## src/rtl/multicycle_pkg.sv

```systemverilog
// Shared constants for the multi-cycle MIPS control unit:
// opcodes, ALUOp codes, FSM state encodings and datapath mux selects.
package multicycle_pkg;

   // Opcodes (IR[31:26]) and the JR function code (IR[5:0])
   localparam logic [5:0] OP_R     = 6'h00;
   localparam logic [5:0] OP_J     = 6'h02;
   localparam logic [5:0] OP_JAL   = 6'h03;
   localparam logic [5:0] OP_BEQ   = 6'h04;
   localparam logic [5:0] OP_BNE   = 6'h05;
   localparam logic [5:0] OP_ADDI  = 6'h08;
   localparam logic [5:0] OP_ANDI  = 6'h0c;
   localparam logic [5:0] OP_ORI   = 6'h0d;
   localparam logic [5:0] OP_LUI   = 6'h0f;
   localparam logic [5:0] OP_LW    = 6'h23;
   localparam logic [5:0] OP_SW    = 6'h2b;
   localparam logic [5:0] FUNCT_JR = 6'h08;

   // ALUOp codes; ADD shares the ADDI encoding
   localparam logic [3:0] ALU_R    = 4'd0;
   localparam logic [3:0] ALU_ADDI = 4'd1;
   localparam logic [3:0] ALU_ORI  = 4'd2;
   localparam logic [3:0] ALU_LUI  = 4'd3;
   localparam logic [3:0] ALU_ANDI = 4'd4;
   localparam logic [3:0] ALU_BEQ  = 4'd5;
   localparam logic [3:0] ALU_BNE  = 4'd6;
   localparam logic [3:0] ALU_LW   = 4'd7;
   localparam logic [3:0] ALU_SW   = 4'd8;
   localparam logic [3:0] ALU_ADD  = 4'd1;

   typedef enum logic [3:0] {
      S_FETCH   = 4'd0,
      S_DECODE  = 4'd1,
      S_MEMADR  = 4'd2,
      S_MEMRD   = 4'd3,
      S_MEMWB   = 4'd4,
      S_MEMWR   = 4'd5,
      S_EXEC_R  = 4'd6,
      S_ALUWB_R = 4'd7,
      S_EXEC_I  = 4'd8,
      S_ALUWB_I = 4'd9,
      S_BRANCH  = 4'd10,
      S_JUMP    = 4'd11,
      S_JAL     = 4'd12,
      S_JR      = 4'd13
   } state_t;

   localparam logic [1:0] MTR_ALUOUT = 2'd0;
   localparam logic [1:0] MTR_MDR    = 2'd1;
   localparam logic [1:0] MTR_PC     = 2'd2;

   localparam logic [1:0] RD_RT = 2'd0;
   localparam logic [1:0] RD_RD = 2'd1;
   localparam logic [1:0] RD_RA = 2'd2;

   localparam logic [1:0] SRCB_B     = 2'd0;
   localparam logic [1:0] SRCB_4     = 2'd1;
   localparam logic [1:0] SRCB_IMM   = 2'd2;
   localparam logic [1:0] SRCB_IMMSH = 2'd3;

   localparam logic [1:0] PCS_ALU    = 2'd0;
   localparam logic [1:0] PCS_ALUOUT = 2'd1;
   localparam logic [1:0] PCS_JUMP   = 2'd2;
   localparam logic [1:0] PCS_A      = 2'd3;

   // ALU operation for the immediate-ALU execute state
   function automatic logic [3:0] alu_code_i(input logic [5:0] op);
      case (op)
         OP_ADDI: return ALU_ADDI;
         OP_ORI:  return ALU_ORI;
         OP_LUI:  return ALU_LUI;
         OP_ANDI: return ALU_ANDI;
         default: return ALU_ADD;
      endcase
   endfunction

endpackage

```

## src/rtl/multicycle_next_state.sv

```systemverilog
// Combinational next-state decode for the multi-cycle control FSM.
// Ports: i_state/i_op/i_funct/i_mem_ready in; o_next, o_illegal out.
module multicycle_next_state
   import multicycle_pkg::*;
#(
   parameter int MEM_HANDSHAKE = 1,
   parameter int EN_JAL_JR     = 1
) (
   input  state_t     i_state,
   input  logic [5:0] i_op,
   input  logic [5:0] i_funct,
   input  logic       i_mem_ready,
   output state_t     o_next,
   output logic       o_illegal
);

   logic w_rdy;
   logic w_jr;

   // Without the handshake every memory access completes in one cycle
   assign w_rdy = i_mem_ready || (MEM_HANDSHAKE == 0);
   assign w_jr  = (EN_JAL_JR != 0) && (i_funct == FUNCT_JR);

   always_comb begin
      o_next    = S_FETCH;
      o_illegal = 1'b0;
      case (i_state)
         S_FETCH:  o_next = w_rdy ? S_DECODE : S_FETCH;
         S_DECODE: begin
            case (i_op)
               OP_LW, OP_SW: o_next = S_MEMADR;
               OP_R:         o_next = w_jr ? S_JR : S_EXEC_R;
               OP_ADDI, OP_ORI,
               OP_LUI, OP_ANDI: o_next = S_EXEC_I;
               OP_BEQ, OP_BNE:  o_next = S_BRANCH;
               OP_J:         o_next = S_JUMP;
               OP_JAL: begin
                  if (EN_JAL_JR != 0) o_next = S_JAL;
                  else                o_illegal = 1'b1;
               end
               default:      o_illegal = 1'b1;
            endcase
         end
         S_MEMADR: o_next = (i_op == OP_LW) ? S_MEMRD : S_MEMWR;
         S_MEMRD:  o_next = w_rdy ? S_MEMWB : S_MEMRD;
         S_MEMWR:  o_next = w_rdy ? S_FETCH : S_MEMWR;
         S_EXEC_R: o_next = S_ALUWB_R;
         S_EXEC_I: o_next = S_ALUWB_I;
         default:  o_next = S_FETCH;
      endcase
   end

endmodule

```

## src/rtl/multicycle_control.sv

```systemverilog
// Multi-cycle MIPS control unit: Moore FSM over fetch/decode/execute/
// memory/writeback driving the shared-memory datapath selects/strobes.
// Ports: clk, reset (sync, active-low), OP/Funct from IR, mem_ready;
// datapath controls, ALUOp, debug state and illegal_op out.
module multicycle_control
   import multicycle_pkg::*;
#(
   parameter int ALUOP_W       = 4,
   parameter int MEM_HANDSHAKE = 1,
   parameter int EN_JAL_JR     = 1
) (
   input  logic               clk,
   input  logic               reset,
   input  logic [5:0]         OP,
   input  logic [5:0]         Funct,
   input  logic               mem_ready,
   output logic               PCWrite,
   output logic               PCWriteCondEQ,
   output logic               PCWriteCondNE,
   output logic               IorD,
   output logic               MemRead,
   output logic               MemWrite,
   output logic               IRWrite,
   output logic [1:0]         MemtoReg,
   output logic [1:0]         RegDst,
   output logic               RegWrite,
   output logic               ALUSrcA,
   output logic [1:0]         ALUSrcB,
   output logic [1:0]         PCSource,
   output logic [ALUOP_W-1:0] ALUOp,
   output logic [3:0]         state,
   output logic               illegal_op
);

   state_t r_state;
   state_t w_next;
   logic   w_illegal;
   logic   w_fetch_done;

   multicycle_next_state #(
      .MEM_HANDSHAKE (MEM_HANDSHAKE),
      .EN_JAL_JR     (EN_JAL_JR)
   ) u_next (
      .i_state     (r_state),
      .i_op        (OP),
      .i_funct     (Funct),
      .i_mem_ready (mem_ready),
      .o_next      (w_next),
      .o_illegal   (w_illegal)
   );

   always_ff @(posedge clk) begin
      if (!reset) r_state <= S_FETCH;
      else        r_state <= w_next;
   end

   // IR/PC load exactly once, in the cycle the fetch read completes
   assign w_fetch_done = mem_ready || (MEM_HANDSHAKE == 0);

   assign state      = r_state;
   assign illegal_op = w_illegal;

   always_comb begin
      PCWrite       = 1'b0;
      PCWriteCondEQ = 1'b0;
      PCWriteCondNE = 1'b0;
      IorD          = 1'b0;
      MemRead       = 1'b0;
      MemWrite      = 1'b0;
      IRWrite       = 1'b0;
      MemtoReg      = MTR_ALUOUT;
      RegDst        = RD_RT;
      RegWrite      = 1'b0;
      ALUSrcA       = 1'b0;
      ALUSrcB       = SRCB_B;
      PCSource      = PCS_ALU;
      ALUOp         = '0;
      case (r_state)
         S_FETCH: begin
            MemRead = 1'b1;
            ALUSrcB = SRCB_4;
            ALUOp   = ALUOP_W'(ALU_ADD);
            IRWrite = w_fetch_done;
            PCWrite = w_fetch_done;
         end
         S_DECODE: begin
            ALUSrcB = SRCB_IMMSH;
            ALUOp   = ALUOP_W'(ALU_ADD);
         end
         S_MEMADR: begin
            ALUSrcA = 1'b1;
            ALUSrcB = SRCB_IMM;
            ALUOp   = ALUOP_W'(ALU_ADD);
         end
         S_MEMRD: begin
            MemRead = 1'b1;
            IorD    = 1'b1;
         end
         S_MEMWB: begin
            RegWrite = 1'b1;
            RegDst   = RD_RT;
            MemtoReg = MTR_MDR;
         end
         S_MEMWR: begin
            MemWrite = 1'b1;
            IorD     = 1'b1;
         end
         S_EXEC_R: begin
            ALUSrcA = 1'b1;
            ALUSrcB = SRCB_B;
            ALUOp   = ALUOP_W'(ALU_R);
         end
         S_ALUWB_R: begin
            RegWrite = 1'b1;
            RegDst   = RD_RD;
         end
         S_EXEC_I: begin
            ALUSrcA = 1'b1;
            ALUSrcB = SRCB_IMM;
            ALUOp   = ALUOP_W'(alu_code_i(OP));
         end
         S_ALUWB_I: begin
            RegWrite = 1'b1;
            RegDst   = RD_RT;
         end
         S_BRANCH: begin
            ALUSrcA       = 1'b1;
            ALUSrcB       = SRCB_B;
            PCSource      = PCS_ALUOUT;
            PCWriteCondEQ = (OP == OP_BEQ);
            PCWriteCondNE = (OP == OP_BNE);
            ALUOp = (OP == OP_BNE) ? ALUOP_W'(ALU_BNE)
                                   : ALUOP_W'(ALU_BEQ);
         end
         S_JUMP: begin
            PCWrite  = 1'b1;
            PCSource = PCS_JUMP;
         end
         // Link source is the PC already advanced during FETCH
         S_JAL: begin
            PCWrite  = 1'b1;
            PCSource = PCS_JUMP;
            RegWrite = 1'b1;
            RegDst   = RD_RA;
            MemtoReg = MTR_PC;
         end
         S_JR: begin
            PCWrite  = 1'b1;
            PCSource = PCS_A;
         end
         default: ;
      endcase
   end

endmodule

```

## config.mk

```make
export PLATFORM = sky130hd
export DESIGN_NAME = multicycle_control
export DESIGN_NICKNAME = d
export VERILOG_FILES = /design/src/rtl/multicycle_pkg.sv /design/src/rtl/multicycle_next_state.sv /design/src/rtl/multicycle_control.sv
export SDC_FILE = /design/constraint.sdc
export NUM_CORES = 1
export LEC_CHECK = 0
export ABC_CLOCK_PERIOD_IN_PS = 1450
export BUFFER_PORTS_ARGS = -buffer_cell sky130_fd_sc_hd__buf_2
export CAP_MARGIN = 0
export CORE_UTILIZATION = 35
export CTS_CLUSTER_SIZE = 14
export DETAILED_ROUTE_END_ITERATION = 7
export PLACE_DENSITY = 0.68
export SKIP_LAST_GASP = 1
export SYNTH_ARGS = -nofsm -noshare
export SYNTH_HDL_FRONTEND = slang
export SYNTH_SLANG_ARGS = --single-unit
export TNS_END_PERCENT = 20
```

## constraint.sdc

```tcl
create_clock -name clk -period 1.45 [get_ports clk]
set_clock_uncertainty 0.05 [all_clocks]
set_input_delay 0.0725 -clock clk [delete_from_list [all_inputs] [get_ports clk]]
set_output_delay 0.0725 -clock clk [all_outputs]
set_load 0.02 [all_outputs]
```

==> impl_metrics.env <==
export IMPL_status="finished, violations left"
export IMPL_violations="negative setup slack"
export IMPL_hold_path_startpoint="reset"
export IMPL_cts_tree="done"
export IMPL_finalCritPeriodShare_pct=108
export IMPL_path_cells="nand2b_4 > nor3_4 > or3b_4 > or3_1 > a21oi_1"
export IMPL_cts_clk_slew_worst_paths_ns=0.04
export IMPL_r2r_cells=5
export IMPL_power_total_mw=0.471
export IMPL_clock_fmax_mhz=641
export IMPL_drc=0
export IMPL_finalNetCount=191
export IMPL_max_stage_delay_ns=0.41
export IMPL_hold_viol=0
export IMPL_ir_drop_uv=560
export IMPL_arrival_ns=1.67
export IMPL_syn_instance_count=119
export IMPL_io_pin_count=41
export IMPL_grt_max_degree=17
export IMPL_cts_htree_levels=1
export IMPL_slew_violations=0
export IMPL_crit_type="register to register"
export IMPL_startpoint="state[1]"
export IMPL_max_cap_viol_count=0
export IMPL_vias=1067
export IMPL_cp_end_kind="register"
export IMPL_rows=16
export IMPL_grt_pass1_vias=943
export IMPL_antenna_found_initial=0
export IMPL_critPathLaunchType="register"
export IMPL_crit_fanout=3
export IMPL_dieWidth_um=48.3
export IMPL_synth_cell_type_count=43
export IMPL_hold_buffers=0
export IMPL_crit_slowest_cell="or3b_4"
export IMPL_r2r_start="state[1]"
export IMPL_drtPass1Iterations=4
export IMPL_track_usage_pct=19.9
export IMPL_cp_num_buf_inv=0
export IMPL_setup_slack_ns=-0.111
export IMPL_dp_slack_ns=-0.158
export IMPL_min_delay_path_class="input pin to register"
export IMPL_synth_area_um2=751
export IMPL_clock_sinks=4
export IMPL_numCtsBuffers=3
export IMPL_wirelength_um=2400
export IMPL_timing_setup_tns_ns=-0.653
export IMPL_period_needed_ns=1.56
export IMPL_vias_per_cell=5.28
export IMPL_critical_path_required_ns=1.56
export IMPL_area_delta_synth_final_pct=66.0
export IMPL_synth_edff_count=0
export IMPL_dieArea_um2=2330
export IMPL_synthFlopType="dfxtp_1"
export IMPL_io_buffers=39
export IMPL_routabilityCongestion=0.857
export IMPL_syn_avg_cell_area_um2=6.31
export IMPL_setup_viol=12
export IMPL_critPathTopFamily="simple AND/OR/NAND/NOR gates"
export IMPL_grt_overflow=0
export IMPL_powerDensity_nw_per_um2=378
export IMPL_cts_buffer_depth=2
export IMPL_core_area_um2=1980
export IMPL_drtIter0Drc=18
export IMPL_ant_nets=0
export IMPL_async_flop_share_pct=0
export IMPL_initial_utilization_pct=37.9
export IMPL_grt_pass1_wl_um=3820
export IMPL_path_depth=5
export IMPL_syn_nets=134
export IMPL_post_drt_wl_per_cell_um=11.9
export IMPL_diodes=0
export IMPL_ys_warn_count=0
export IMPL_hold_slack_ns=0.179
export IMPL_leakage_nw=0.559
export IMPL_dpl_hpwl_um=1800
export IMPL_ys_ff_latch=4
export IMPL_rsz0062_at_grt="true"
export IMPL_yosysSeqAreaShare_pct=10.7
export IMPL_min_path_cells=4
export IMPL_insertion_delay_ns=0.23
export IMPL_cts_root_buf="clkbuf_4"
export IMPL_fin_util_pct=62.9
export IMPL_drive_gt1_share_pct=49.7
export IMPL_largest_reg_flops=4
export IMPL_die_h_um=48.3
logic make-up after synthesis:
kind of cell           count (synthesis)  share of synthesized area, %
AO/OA/AOI/OAI                         33                          29.5
XOR/XNOR                               1                          1.17
buffers and inverters                 14                          9.00
flip-flops                             4                          10.7
multiplexers                           2                          2.83
other                                  1                         0.500
AND/OR/NAND/NOR                       64                          46.3
final cells by class:
type / instances / area (um2)
repair buffers: 63 / 425
inverters: 3 / 11.3
fillers: 178 / 736
flip-flops and latches: 4 / 87.6
multi-input cells: 101 / 662
clock buffers: 4 / 26.3
well taps: 27 / 33.8
per-layer routing:
| metal | GRT usage (%) | vias to the layer above | routed length, um |
|---|---|---|---|
| met5 | 0 | - | 0 |
| met4 | 5.39 | 0 | 12 |
| met1 | 24.4 | 480 | 1050 |
| met2 | 35.4 | 43 | 1190 |
| li1 | - | 542 | - |
| met3 | 3.77 | 2 | 149 |
stage by stage:
stage	cell area, um2	instances
CTS	1200	201
detailed placement	1080	194
finish	1250	202
global route	1250	202
floorplan	768	119
global placement	1080	194
where the power goes:
| group | switching [mW] | internal [mW] | leakage [nW] |
|---|---|---|---|
| clock | 0.0486 | 0.103 | 0.0150 |
| sequential | 0.00261 | 0.111 | 0.0346 |
| combinational | 0.110 | 0.0946 | 0.510 |
worst paths after layout:
kind | slack (ns) | to
worst max-delay path | -0.11 | state[0]
worst min-delay path | 0.18 | state[0]
worst max register to register | -0.11 | state[0]
worst min register to register | 0.74 | state[1]
worst min-delay path, stage by stage:
cell	delay, ns
buf_2	0.10
nand3_1	0.09
buf_4	0.13
a21oi_1	0.03
cells in the final DEF, fill, tap and decap left out, types with 2 or more instances in the layout:
| cell | Yosys | routed |
|---|---|---|
| o21ai_0 | 8 | 8 |
| nand2b_1 | 8 | 5 |
| and3_1 | 2 | 2 |
| nand2b_4 | 1 | 4 |
| nor4_1 | 3 | 3 |
| dfxtp_2 | 0 | 3 |
| nand2_1 | 10 | 9 |
| nor2_1 | 16 | 14 |
| a2bb2oi_1 | 2 | 2 |
| nand3_1 | 4 | 4 |
| nor3_4 | 1 | 2 |
| buf_4 | 3 | 19 |
| buf_2 | 3 | 36 |
| o21ai_1 | 2 | 2 |
| inv_1 | 3 | 2 |
| nor3_1 | 8 | 7 |
| buf_6 | 0 | 6 |
| o21ba_2 | 2 | 2 |
| o32a_1 | 2 | 2 |
| a21oi_1 | 8 | 7 |
| clkbuf_4 | 0 | 3 |
| or2_1 | 2 | 2 |
what timing repair did:
item	4_1_cts	5_1_grt
setup buffers	3	1
pin swaps	2	3
endpoints found under the setup margin	19	20
cloned	0	0
resized for setup	19	8
cells in the mapped netlist (2+ instances only):
library cell,instances,share of area [%]
a21oi_1,8,5.3
a2bb2oi_1,2,2.3
and3_1,2,1.7
buf_2,3,2.0
buf_4,3,3.0
clkbuf_1,5,2.5
dfxtp_1,4,11
inv_1,3,1.5
nand2_1,10,5.0
nand2b_1,8,6.7
nand3_1,4,2.7
nor2_1,16,8.0
nor3_1,8,5.3
nor4_1,3,2.5
o21ai_0,8,5.3
o21ai_1,2,1.3
o21ba_2,2,2.7
o32a_1,2,2.7
or2_1,2,1.7
Power figures use the tool's default switching activity.
